File: config.mk
export PLATFORM = sky130hd
export DESIGN_NAME = alu_res_stat_flat
export DESIGN_NICKNAME = d
export VERILOG_FILES = /design/src/rtl/alu_res_stat_if.sv /design/src/rtl/alu_res_stat.sv /design/src/flat_wrapper.sv
export SDC_FILE = /design/constraint.sdc
export NUM_CORES = 2
export LEC_CHECK = 0
export CAP_MARGIN = 25
export CORE_UTILIZATION = 40
export DETAILED_ROUTE_END_ITERATION = 10
export PLACE_DENSITY = 0.57
export SYNTH_ARGS = -nofsm -noshare
export SYNTH_HDL_FRONTEND = slang
export SYNTH_SLANG_ARGS = --single-unit
File: constraint.sdc
create_clock -name clk -period 5.2 [get_ports clk]
set_clock_uncertainty 0.15 [all_clocks]
set_input_delay 1.56 -clock clk [delete_from_list [all_inputs] [get_ports clk]]
set_output_delay 1.56 -clock clk [all_outputs]
set_load 0.01 [all_outputs]
File: src/rtl/alu_res_stat_if.sv
// Dispatch, CDB snoop, ALU-side output and status signals of the ALU
// reservation station. The station connects through the slave modport; the
// core side (dispatch/CDB/ALU) drives through the master modport.
interface alu_res_stat_if #(
  parameter int unsigned TAG_W = 5,
  parameter int unsigned DW    = 32,
  parameter int unsigned CTL_W = 4
);

  // Pipeline control
  logic             flush;

  // Dispatch request
  logic             disp_valid;
  logic [TAG_W-1:0] disp_tag;
  logic [CTL_W-1:0] disp_alu_ctl;
  logic             disp_op1_ready;
  logic [TAG_W-1:0] disp_op1_tag;
  logic [DW-1:0]    disp_op1_value;
  logic             disp_op2_ready;
  logic [TAG_W-1:0] disp_op2_tag;
  logic [DW-1:0]    disp_op2_value;

  // Common data bus snoop
  logic             cdb_valid;
  logic [TAG_W-1:0] cdb_tag;
  logic [DW-1:0]    cdb_data;

  // Issue port towards the ALU (alu_res_stat_output_ifc)
  logic             alu_ready;
  logic             out_valid;
  logic [TAG_W-1:0] out_tag;
  logic [CTL_W-1:0] out_alu_ctl;
  logic [DW-1:0]    out_op1;
  logic [DW-1:0]    out_op2;

  // Status (alu_res_stat_status_ifc)
  logic             full;

  modport master (
    output flush,
    output disp_valid, disp_tag, disp_alu_ctl,
    output disp_op1_ready, disp_op1_tag, disp_op1_value,
    output disp_op2_ready, disp_op2_tag, disp_op2_value,
    output cdb_valid, cdb_tag, cdb_data,
    output alu_ready,
    input  out_valid, out_tag, out_alu_ctl, out_op1, out_op2,
    input  full
  );

  modport slave (
    input  flush,
    input  disp_valid, disp_tag, disp_alu_ctl,
    input  disp_op1_ready, disp_op1_tag, disp_op1_value,
    input  disp_op2_ready, disp_op2_tag, disp_op2_value,
    input  cdb_valid, cdb_tag, cdb_data,
    input  alu_ready,
    output out_valid, out_tag, out_alu_ctl, out_op1, out_op2,
    output full
  );

endinterface

File: src/rtl/alu_res_stat.sv
// ALU reservation station: collapsing queue of DEPTH ops (entry 0 oldest),
// CDB wake-up, oldest-ready select and a registered issue port.
module alu_res_stat #(
  parameter int unsigned DEPTH = 8,
  parameter int unsigned TAG_W = 5,
  parameter int unsigned DW    = 32,
  parameter int unsigned CTL_W = 4
) (
  input logic           clk,
  input logic           rst,
  alu_res_stat_if.slave io
);

  localparam int unsigned IW = $clog2(DEPTH);
  localparam int unsigned CW = IW + 1;

  typedef struct packed {
    logic [TAG_W-1:0] tag;
    logic [CTL_W-1:0] alu_ctl;
    logic             op1_rdy;
    logic [TAG_W-1:0] op1_tag;
    logic [DW-1:0]    op1_val;
    logic             op2_rdy;
    logic [TAG_W-1:0] op2_tag;
    logic [DW-1:0]    op2_val;
  } entry_t;

  entry_t           ent_q [DEPTH];
  entry_t           ent_d [DEPTH];
  logic [CW-1:0]    count_q, count_d;
  logic             full_q, full_d;

  logic             out_valid_q, out_valid_d;
  logic [TAG_W-1:0] out_tag_q, out_tag_d;
  logic [CTL_W-1:0] out_alu_ctl_q, out_alu_ctl_d;
  logic [DW-1:0]    out_op1_q, out_op1_d;
  logic [DW-1:0]    out_op2_q, out_op2_d;

  entry_t           woke [DEPTH];
  entry_t           above [DEPTH];
  entry_t           disp_ent;
  logic             sel_found;
  logic [IW-1:0]    sel_idx;
  logic             can_load;
  logic             do_issue;
  logic             do_disp;
  logic [CW-1:0]    disp_idx;

  // Oldest entry whose stored (pre-edge) operands are both ready
  always_comb begin
    sel_found = 1'b0;
    sel_idx   = '0;
    for (int unsigned i = 0; i < DEPTH; i++) begin
      if (!sel_found && (CW'(i) < count_q) && ent_q[i].op1_rdy && ent_q[i].op2_rdy) begin
        sel_found = 1'b1;
        sel_idx   = IW'(i);
      end
    end
  end

  // Handshake decisions for this cycle
  always_comb begin
    can_load = !out_valid_q || io.alu_ready;
    do_issue = can_load && sel_found;
    do_disp  = io.disp_valid && !full_q;
    disp_idx = count_q - CW'(do_issue);
  end

  // CDB wake-up applied to every stored entry
  always_comb begin
    for (int unsigned i = 0; i < DEPTH; i++) begin
      woke[i] = ent_q[i];
      if (io.cdb_valid && !ent_q[i].op1_rdy && (ent_q[i].op1_tag == io.cdb_tag)) begin
        woke[i].op1_rdy = 1'b1;
        woke[i].op1_val = io.cdb_data;
      end
      if (io.cdb_valid && !ent_q[i].op2_rdy && (ent_q[i].op2_tag == io.cdb_tag)) begin
        woke[i].op2_rdy = 1'b1;
        woke[i].op2_val = io.cdb_data;
      end
    end
  end

  // Incoming op, with same-cycle CDB bypass for missing operands
  always_comb begin
    disp_ent.tag     = io.disp_tag;
    disp_ent.alu_ctl = io.disp_alu_ctl;
    disp_ent.op1_rdy = io.disp_op1_ready;
    disp_ent.op1_tag = io.disp_op1_tag;
    disp_ent.op1_val = io.disp_op1_value;
    disp_ent.op2_rdy = io.disp_op2_ready;
    disp_ent.op2_tag = io.disp_op2_tag;
    disp_ent.op2_val = io.disp_op2_value;
    if (io.cdb_valid && !io.disp_op1_ready && (io.disp_op1_tag == io.cdb_tag)) begin
      disp_ent.op1_rdy = 1'b1;
      disp_ent.op1_val = io.cdb_data;
    end
    if (io.cdb_valid && !io.disp_op2_ready && (io.disp_op2_tag == io.cdb_tag)) begin
      disp_ent.op2_rdy = 1'b1;
      disp_ent.op2_val = io.cdb_data;
    end
  end

  // Woken entries viewed one slot down, used to close the hole left by an issue
  always_comb begin
    for (int unsigned j = 0; j + 1 < DEPTH; j++) begin
      above[j] = woke[j + 1];
    end
    above[DEPTH-1] = '0;
  end

  // Next queue contents: collapse over the issued slot, then append the dispatch
  always_comb begin
    for (int unsigned j = 0; j < DEPTH; j++) begin
      if (do_issue && (CW'(j) >= {1'b0, sel_idx})) begin
        ent_d[j] = above[j];
      end else begin
        ent_d[j] = woke[j];
      end
      if (do_disp && (CW'(j) == disp_idx)) begin
        ent_d[j] = disp_ent;
      end
      if (io.flush) begin
        ent_d[j] = '0;
      end
    end
  end

  // Occupancy and registered full flag
  always_comb begin
    count_d = count_q + CW'(do_disp) - CW'(do_issue);
    if (io.flush) begin
      count_d = '0;
    end
    full_d = (count_d == CW'(DEPTH));
  end

  // Output register: load on issue, drain when accepted with nothing to send
  always_comb begin
    out_valid_d   = out_valid_q;
    out_tag_d     = out_tag_q;
    out_alu_ctl_d = out_alu_ctl_q;
    out_op1_d     = out_op1_q;
    out_op2_d     = out_op2_q;
    if (do_issue) begin
      out_valid_d   = 1'b1;
      out_tag_d     = ent_q[sel_idx].tag;
      out_alu_ctl_d = ent_q[sel_idx].alu_ctl;
      out_op1_d     = ent_q[sel_idx].op1_val;
      out_op2_d     = ent_q[sel_idx].op2_val;
    end else if (can_load && io.alu_ready) begin
      out_valid_d = 1'b0;
    end
    if (io.flush) begin
      out_valid_d   = 1'b0;
      out_tag_d     = '0;
      out_alu_ctl_d = '0;
      out_op1_d     = '0;
      out_op2_d     = '0;
    end
  end

  // State registers with synchronous reset
  always_ff @(posedge clk) begin
    if (rst) begin
      for (int unsigned j = 0; j < DEPTH; j++) begin
        ent_q[j] <= '0;
      end
      count_q       <= '0;
      full_q        <= 1'b0;
      out_valid_q   <= 1'b0;
      out_tag_q     <= '0;
      out_alu_ctl_q <= '0;
      out_op1_q     <= '0;
      out_op2_q     <= '0;
    end else begin
      for (int unsigned j = 0; j < DEPTH; j++) begin
        ent_q[j] <= ent_d[j];
      end
      count_q       <= count_d;
      full_q        <= full_d;
      out_valid_q   <= out_valid_d;
      out_tag_q     <= out_tag_d;
      out_alu_ctl_q <= out_alu_ctl_d;
      out_op1_q     <= out_op1_d;
      out_op2_q     <= out_op2_d;
    end
  end

  assign io.out_valid   = out_valid_q;
  assign io.out_tag     = out_tag_q;
  assign io.out_alu_ctl = out_alu_ctl_q;
  assign io.out_op1     = out_op1_q;
  assign io.out_op2     = out_op2_q;
  assign io.full        = full_q;

endmodule
File: src/flat_wrapper.sv
// flat-port wrapper written by rule: the top's interface ports become plain ports
module alu_res_stat_flat 
#(
  parameter int unsigned DEPTH = 8,
  parameter int unsigned TAG_W = 5,
  parameter int unsigned DW    = 32,
  parameter int unsigned CTL_W = 4
)
  (clk, rst, io_flush, io_disp_valid, io_disp_tag, io_disp_alu_ctl, io_disp_op1_ready, io_disp_op1_tag, io_disp_op1_value, io_disp_op2_ready, io_disp_op2_tag, io_disp_op2_value, io_cdb_valid, io_cdb_tag, io_cdb_data, io_alu_ready, io_out_valid, io_out_tag, io_out_alu_ctl, io_out_op1, io_out_op2, io_full);
  alu_res_stat_if #(.TAG_W(TAG_W), .DW(DW), .CTL_W(CTL_W)) io_i ();
  input logic clk;
  input logic rst;
  input wire logic [$bits(io_i.flush)-1:0] io_flush;
  input wire logic [$bits(io_i.disp_valid)-1:0] io_disp_valid;
  input wire logic [$bits(io_i.disp_tag)-1:0] io_disp_tag;
  input wire logic [$bits(io_i.disp_alu_ctl)-1:0] io_disp_alu_ctl;
  input wire logic [$bits(io_i.disp_op1_ready)-1:0] io_disp_op1_ready;
  input wire logic [$bits(io_i.disp_op1_tag)-1:0] io_disp_op1_tag;
  input wire logic [$bits(io_i.disp_op1_value)-1:0] io_disp_op1_value;
  input wire logic [$bits(io_i.disp_op2_ready)-1:0] io_disp_op2_ready;
  input wire logic [$bits(io_i.disp_op2_tag)-1:0] io_disp_op2_tag;
  input wire logic [$bits(io_i.disp_op2_value)-1:0] io_disp_op2_value;
  input wire logic [$bits(io_i.cdb_valid)-1:0] io_cdb_valid;
  input wire logic [$bits(io_i.cdb_tag)-1:0] io_cdb_tag;
  input wire logic [$bits(io_i.cdb_data)-1:0] io_cdb_data;
  input wire logic [$bits(io_i.alu_ready)-1:0] io_alu_ready;
  output wire logic [$bits(io_i.out_valid)-1:0] io_out_valid;
  output wire logic [$bits(io_i.out_tag)-1:0] io_out_tag;
  output wire logic [$bits(io_i.out_alu_ctl)-1:0] io_out_alu_ctl;
  output wire logic [$bits(io_i.out_op1)-1:0] io_out_op1;
  output wire logic [$bits(io_i.out_op2)-1:0] io_out_op2;
  output wire logic [$bits(io_i.full)-1:0] io_full;
  assign io_i.flush = io_flush;
  assign io_i.disp_valid = io_disp_valid;
  assign io_i.disp_tag = io_disp_tag;
  assign io_i.disp_alu_ctl = io_disp_alu_ctl;
  assign io_i.disp_op1_ready = io_disp_op1_ready;
  assign io_i.disp_op1_tag = io_disp_op1_tag;
  assign io_i.disp_op1_value = io_disp_op1_value;
  assign io_i.disp_op2_ready = io_disp_op2_ready;
  assign io_i.disp_op2_tag = io_disp_op2_tag;
  assign io_i.disp_op2_value = io_disp_op2_value;
  assign io_i.cdb_valid = io_cdb_valid;
  assign io_i.cdb_tag = io_cdb_tag;
  assign io_i.cdb_data = io_cdb_data;
  assign io_i.alu_ready = io_alu_ready;
  assign io_out_valid = io_i.out_valid;
  assign io_out_tag = io_i.out_tag;
  assign io_out_alu_ctl = io_i.out_alu_ctl;
  assign io_out_op1 = io_i.out_op1;
  assign io_out_op2 = io_i.out_op2;
  assign io_full = io_i.full;
  alu_res_stat #(.DEPTH(DEPTH), .TAG_W(TAG_W), .DW(DW), .CTL_W(CTL_W)) u_core (.clk(clk), .rst(rst), .io(io_i));
endmodule
* After elaboration in Yosys (flattened, before gate mapping)
Memories as Yosys holds them, arrays and structs flattened. A register that Yosys moved wholly into a read port is not among the register bits.
Index checks and enable logic that the tools add are counted.
** Storage, ports and cells
- Register bits :: 6
- RAM bits :: 680
- Memories kept :: 1
** Operators by class
- $add $sub $neg :: 3
- Order comparisons :: 15
- Equality and inequality tests :: 26
- Muxes and demuxes :: 89
- Bitwise operators :: 8
- Reduce and logical (&&, ||, !) cells :: 108
** Memories
- u_core.ent_q :: depth 8, width 85, rd ports 9, clocked after memory_dff 1, wr ports 8, RTL line alu_res_stat.sv:28 : entry_t ent_q [DEPTH];
** Operators with widths (number)
- $mux W85 :: 32
- $mux W32 :: 18
- $eq A5 B5 Y1 :: 18
- $logic_and A1 B1 Y1 :: 77
- $mux W1 :: 32
- $logic_not A1 Y1 :: 27
- $eq A3 B4 Y1 const A :: 4
- $lt A3 B4 Y1 const A :: 4
- $mux W3 :: 4
- $ge A3 B3 Y1 const A :: 3
- $eq A2 B4 Y1 const A :: 2
- $lt A1 B4 Y1 const A :: 2
- $lt A2 B4 Y1 const A :: 2
- $or A1 B1 Y1 :: 8
- $sub A4 B1 Y4 :: 2
- $ge A1 B3 Y1 const A :: 2
- $ge A2 B3 Y1 const A :: 2
- $add A4 B1 Y4 :: 1
- $eq A1 B4 Y1 const A :: 1
- $eq A4 B4 Y1 const B :: 1
- $logic_not A4 Y1 :: 1
- $mux W2 :: 2
- $mux W4 :: 1
- $reduce_bool A2 Y1 :: 1
- other kinds (2) :: 2

* Depth between registers and ports, before layout
- Depth in word-level cells :: 46
- Mapped depth :: 20
- Depth with buffers taken out :: 16

* Worst setup path before layout
No wires, ideal clock.
- Path kind :: input to register
- From :: in io_alu_ready
- To :: mem u_core.ent_q[1][63] (netlist name)
- Setup time :: 0.065 ns
- Data arrival time :: 4.329 ns
- Required time :: 4.985 ns
- Slack :: 0.657 ns
- Cell stages on the path :: 14
- Path buffers :: 4
- Cell sequence :: nand2b_1 -> clkbuf_1 -> nand2_1 -> inv_2 -> clkbuf_1 -> ha_1 -> inv_1 -> ha_1 -> nand2b_1 -> nor3_1 -> clkbuf_1 -> clkbuf_1 -> o22ai_1 -> nor2_1
** RTL lines
- from (decl) :: RTL line flat_wrapper.sv:26 : input wire logic [$bits(io_i.alu_ready)-1:0] io_alu_ready;
- to (decl) :: RTL line alu_res_stat.sv:28

==> run summary <==
Hold path depth - 2
Synth area leaders - dfxtp_1 (36%), mux2i_1 (10%), nand2_1 (6.5%)
Layout cell share with drive strength beyond 1 - 11.5%
I/O pins - 203
First DRT Iteration DRCs - 5160
DRT antenna net count - 0
Vias in the first global route - 38844
Final hold vios - 0
Asr flop ratio synth - 0%
Vias - 41046
Worst-Margin Slew - 1.07 ns
Core area - 103000 um2
Post-synth EDFFs - 0
Share of the synthesized area in the top cell type - 36.4%
Post-synthesis register bit count - 759
Outcome - completed
NumNets Final - 5042
Clock Tree Buf Depth - 3
CP peak stage delay - 0.51 ns
Crit path time final - 4.37 ns
Top FF cell, synth - dfxtp_1
Area leader, netlist - dfxtp_1
Hold EP - u_core.ent_q[0][2]
Initial antenna violation count - 3
RR Startpoint - u_core.count_q[2]
Die Y - 325 um
Post-Synth Simple-Gate Area - 13.8%
Peak fanout along the critical path - 33
Total routed wirelength - 179 mm
Worst setup EP type - register
Crit Path Category - reg2reg
Cts repair resizes - 0
HPWL after detailed placement - 102 mm
Net Count, Synth - 5129
Adder-cell share of the synthesized area - 0.288%
Post-synthesis compound-gate area fraction - 25.9%
Worst hold path type - reg2reg
Fill count - 9910
Die area - 106000 um2
Final period util - 84.1%
Total track usage - 32.5%
First drt pass iteration count - 7
Gate count of the mapped netlist - 4992
Number of antenna diodes - 0
Crit path cell chain - inv_1, ha_1, nor3b_2, o2bb2ai_2, nor2_4, nand3_1, nand2_4, clkinv_2, ha_1, inv_1, ha_1, nor2b_1, buf_4, a31oi_1, nand2_2, buf_4, o211ai_1, a21oi_1
Max VDD drop - 0.248 mV
Syn avg cell area - 8.36 um2
Synth top cells by count - dfxtp_1 (759), nand2_1 (723), nor2_1 (501)
Mux cell area share after synthesis - 15.9%
Final RePlAce weighted congestion - 0.863
Xor-xnor portion of the synthesized cell area - 1.97%
CTS clk-pin slew, worst paths - 0.06 ns
RSZ-0062 raised after global routing - false
First-pass GRT wire length - 262 mm
Area grow syn2layout - 16.9%
Largest net degree at the start of global routing - 130
Final setup TNS - 0 ns
Post-Syn Area - 41700 um2
Hold Crit Start - u_core.ent_q[0][2]
Setup violations, final - 0
Synth unique cells - 74
Clock Tree Root - clkbuf_16
Pwr Density - 281 nW/um2
Slowest cell on the critical path - buf_4
Max Clk Rate - 0.229 GHz
Critical Path Start Type - register
Number of post-CTS setup repair buffers - 0
Remaining DRCs - 0
Tot Pwr - 13.7 mW
FF-to-FF setup slack - 0.83 ns
CTS H-Tree Depth - 3
DR vias/cell - 6.46
CTS tree - done
Remaining Overflow, GRT - 0
Hold slack - 0.301 ns
Total CTS buffers - 88
Critical Path AT - 4.83 ns
WP buf/inv - 5
Post-DR wirelength/cell - 28.1 um
IO buf count - 202
R2r worst-path depth - 18
Clock sinks - 759
Leakage - 16.3 nW
Synth warn - 0
Clk_lat worst skew - 0.68 ns
Slew headroom - 28.8%
Most used cell, CP - ha_1
Die width - 325 um
Post-synthesis sequential area ratio - 36.4%
Worst path top cell family by delay - simple AND/OR/NAND/NOR gates
R2r endpoint - u_core.ent_q[0][20]
# rows - 118
Max cap viols - 0
Worst path required time - 5.66 ns
Hold_buf cts - 0
Largest family of logic cells by synthesized area - compound AO/OA/AOI/OAI gates
Most common cell in the synthesized netlist - dfxtp_1
Slew Viols, Final - 0
Initial core utilization - 40.3%
layer usage:
metal | up-vias | part of all wire, % | GRT usage (%) | routed length (um)
met5 | - | 0.0050 | 0 | 9
met3 | 502 | 10 | 6.55 | 17800
met2 | 2392 | 44 | 50.6 | 78800
li1 | 18265 | - | - | -
met1 | 19885 | 42 | 43.7 | 74300
met4 | 2 | 4.3 | 13.6 | 7720
worst register-to-register path, cell delays in order, from the launching register on:
cell and delay, ns:
dfxtp_1 0.37, inv_1 0.13, ha_1 0.27, nor3b_2 0.38
o2bb2ai_2 0.20, nor2_4 0.28, nand3_1 0.20, nand2_4 0.12
clkinv_2 0.06, ha_1 0.21, inv_1 0.10, ha_1 0.28
nor2b_1 0.15, buf_4 0.20, a31oi_1 0.18, nand2_2 0.10
buf_4 0.51, o211ai_1 0.23, a21oi_1 0.18
flip-flops by register name (all words and copies together), names as in the netlist:
signal,count
u_core.io.out_tag,5
u_core.ent_q,680
u_core.io.out_op2,32
u_core.io.out_alu_ctl,4
u_core.io.full,1
u_core.io.out_valid,1
u_core.io.out_op1,32
u_core.count_q,4
metrics by stage:
stage,std cells,instance area (um2),worst slack [ns],utilization [%]
finish,6358,48800,0.825,47.1
global route,6358,48800,0.517,47.1
CTS,6357,48800,0.889,47.1
detailed placement,6194,45700,0.277,44.2
global placement,6192,45700,0.257,44.1
floorplan,4992,41700,0.657,-
layout by cell type, fill, tap and decap left out, drive strengths merged, types with 134 or more instances in the layout:
master | Yosys | final
dfxtp | 759 | 759
nand2 | 723 | 723
nor2 | 503 | 503
mux2i | 418 | 418
a21oi | 292 | 292
mux2 | 217 | 217
clkdlybuf4s50 | 0 | 202
o22ai | 192 | 192
buf | 151 | 190
a311oi | 185 | 185
clkbuf | 418 | 134
how the worst max path moves through the flow:
stage	depth (start not counted)	slack, ns	endpoint	startpoint
2_1_floorplan	14	0.66	u_core.ent_q[1][63]	io_alu_ready
3_3_place_gp	9	0.26	u_core.ent_q[2][23]	io_cdb_tag[3]
3_5_place_dp	9	0.28	u_core.ent_q[2][18]	io_cdb_tag[3]
4_1_cts	18	0.89	u_core.ent_q[0][20]	u_core.count_q[2]
5_1_grt	18	0.52	u_core.ent_q[0][22]	u_core.count_q[2]
6_report	18	0.83	u_core.ent_q[0][20]	u_core.count_q[2]
cell type report:
cell class	instances	area (um2)	share of cell area, %
timing repair buffer	392	4250	8.71
clock buffer	134	2670	5.47
clock inverter	29	372	0.762
inverter	8	31.3	0.0641
tap	1380	1730	3.54
multi-input combinational	3656	24500	50.3
sequential	759	15200	31.1
power by group:
part / internal [mW] / total [mW] / switching [mW]
Clock: 3.90 / 6.62 / 2.72
Sequential: 5.88 / 5.93 / 0.0488
Combinational: 0.402 / 1.16 / 0.762
Total: 10.2 / 13.7 / 3.53
cell families (layout without fill, tap and decap cells):
family          Yosys count  count (layout)
compound gates         1513            1513
xor+xnor                 94              94
fa+ha+maj                 9               9
buf+inv                 577             563
flops                   759             759
mux                     635             635
simple gates           1405            1405
(Power assumes the default switching activity.)
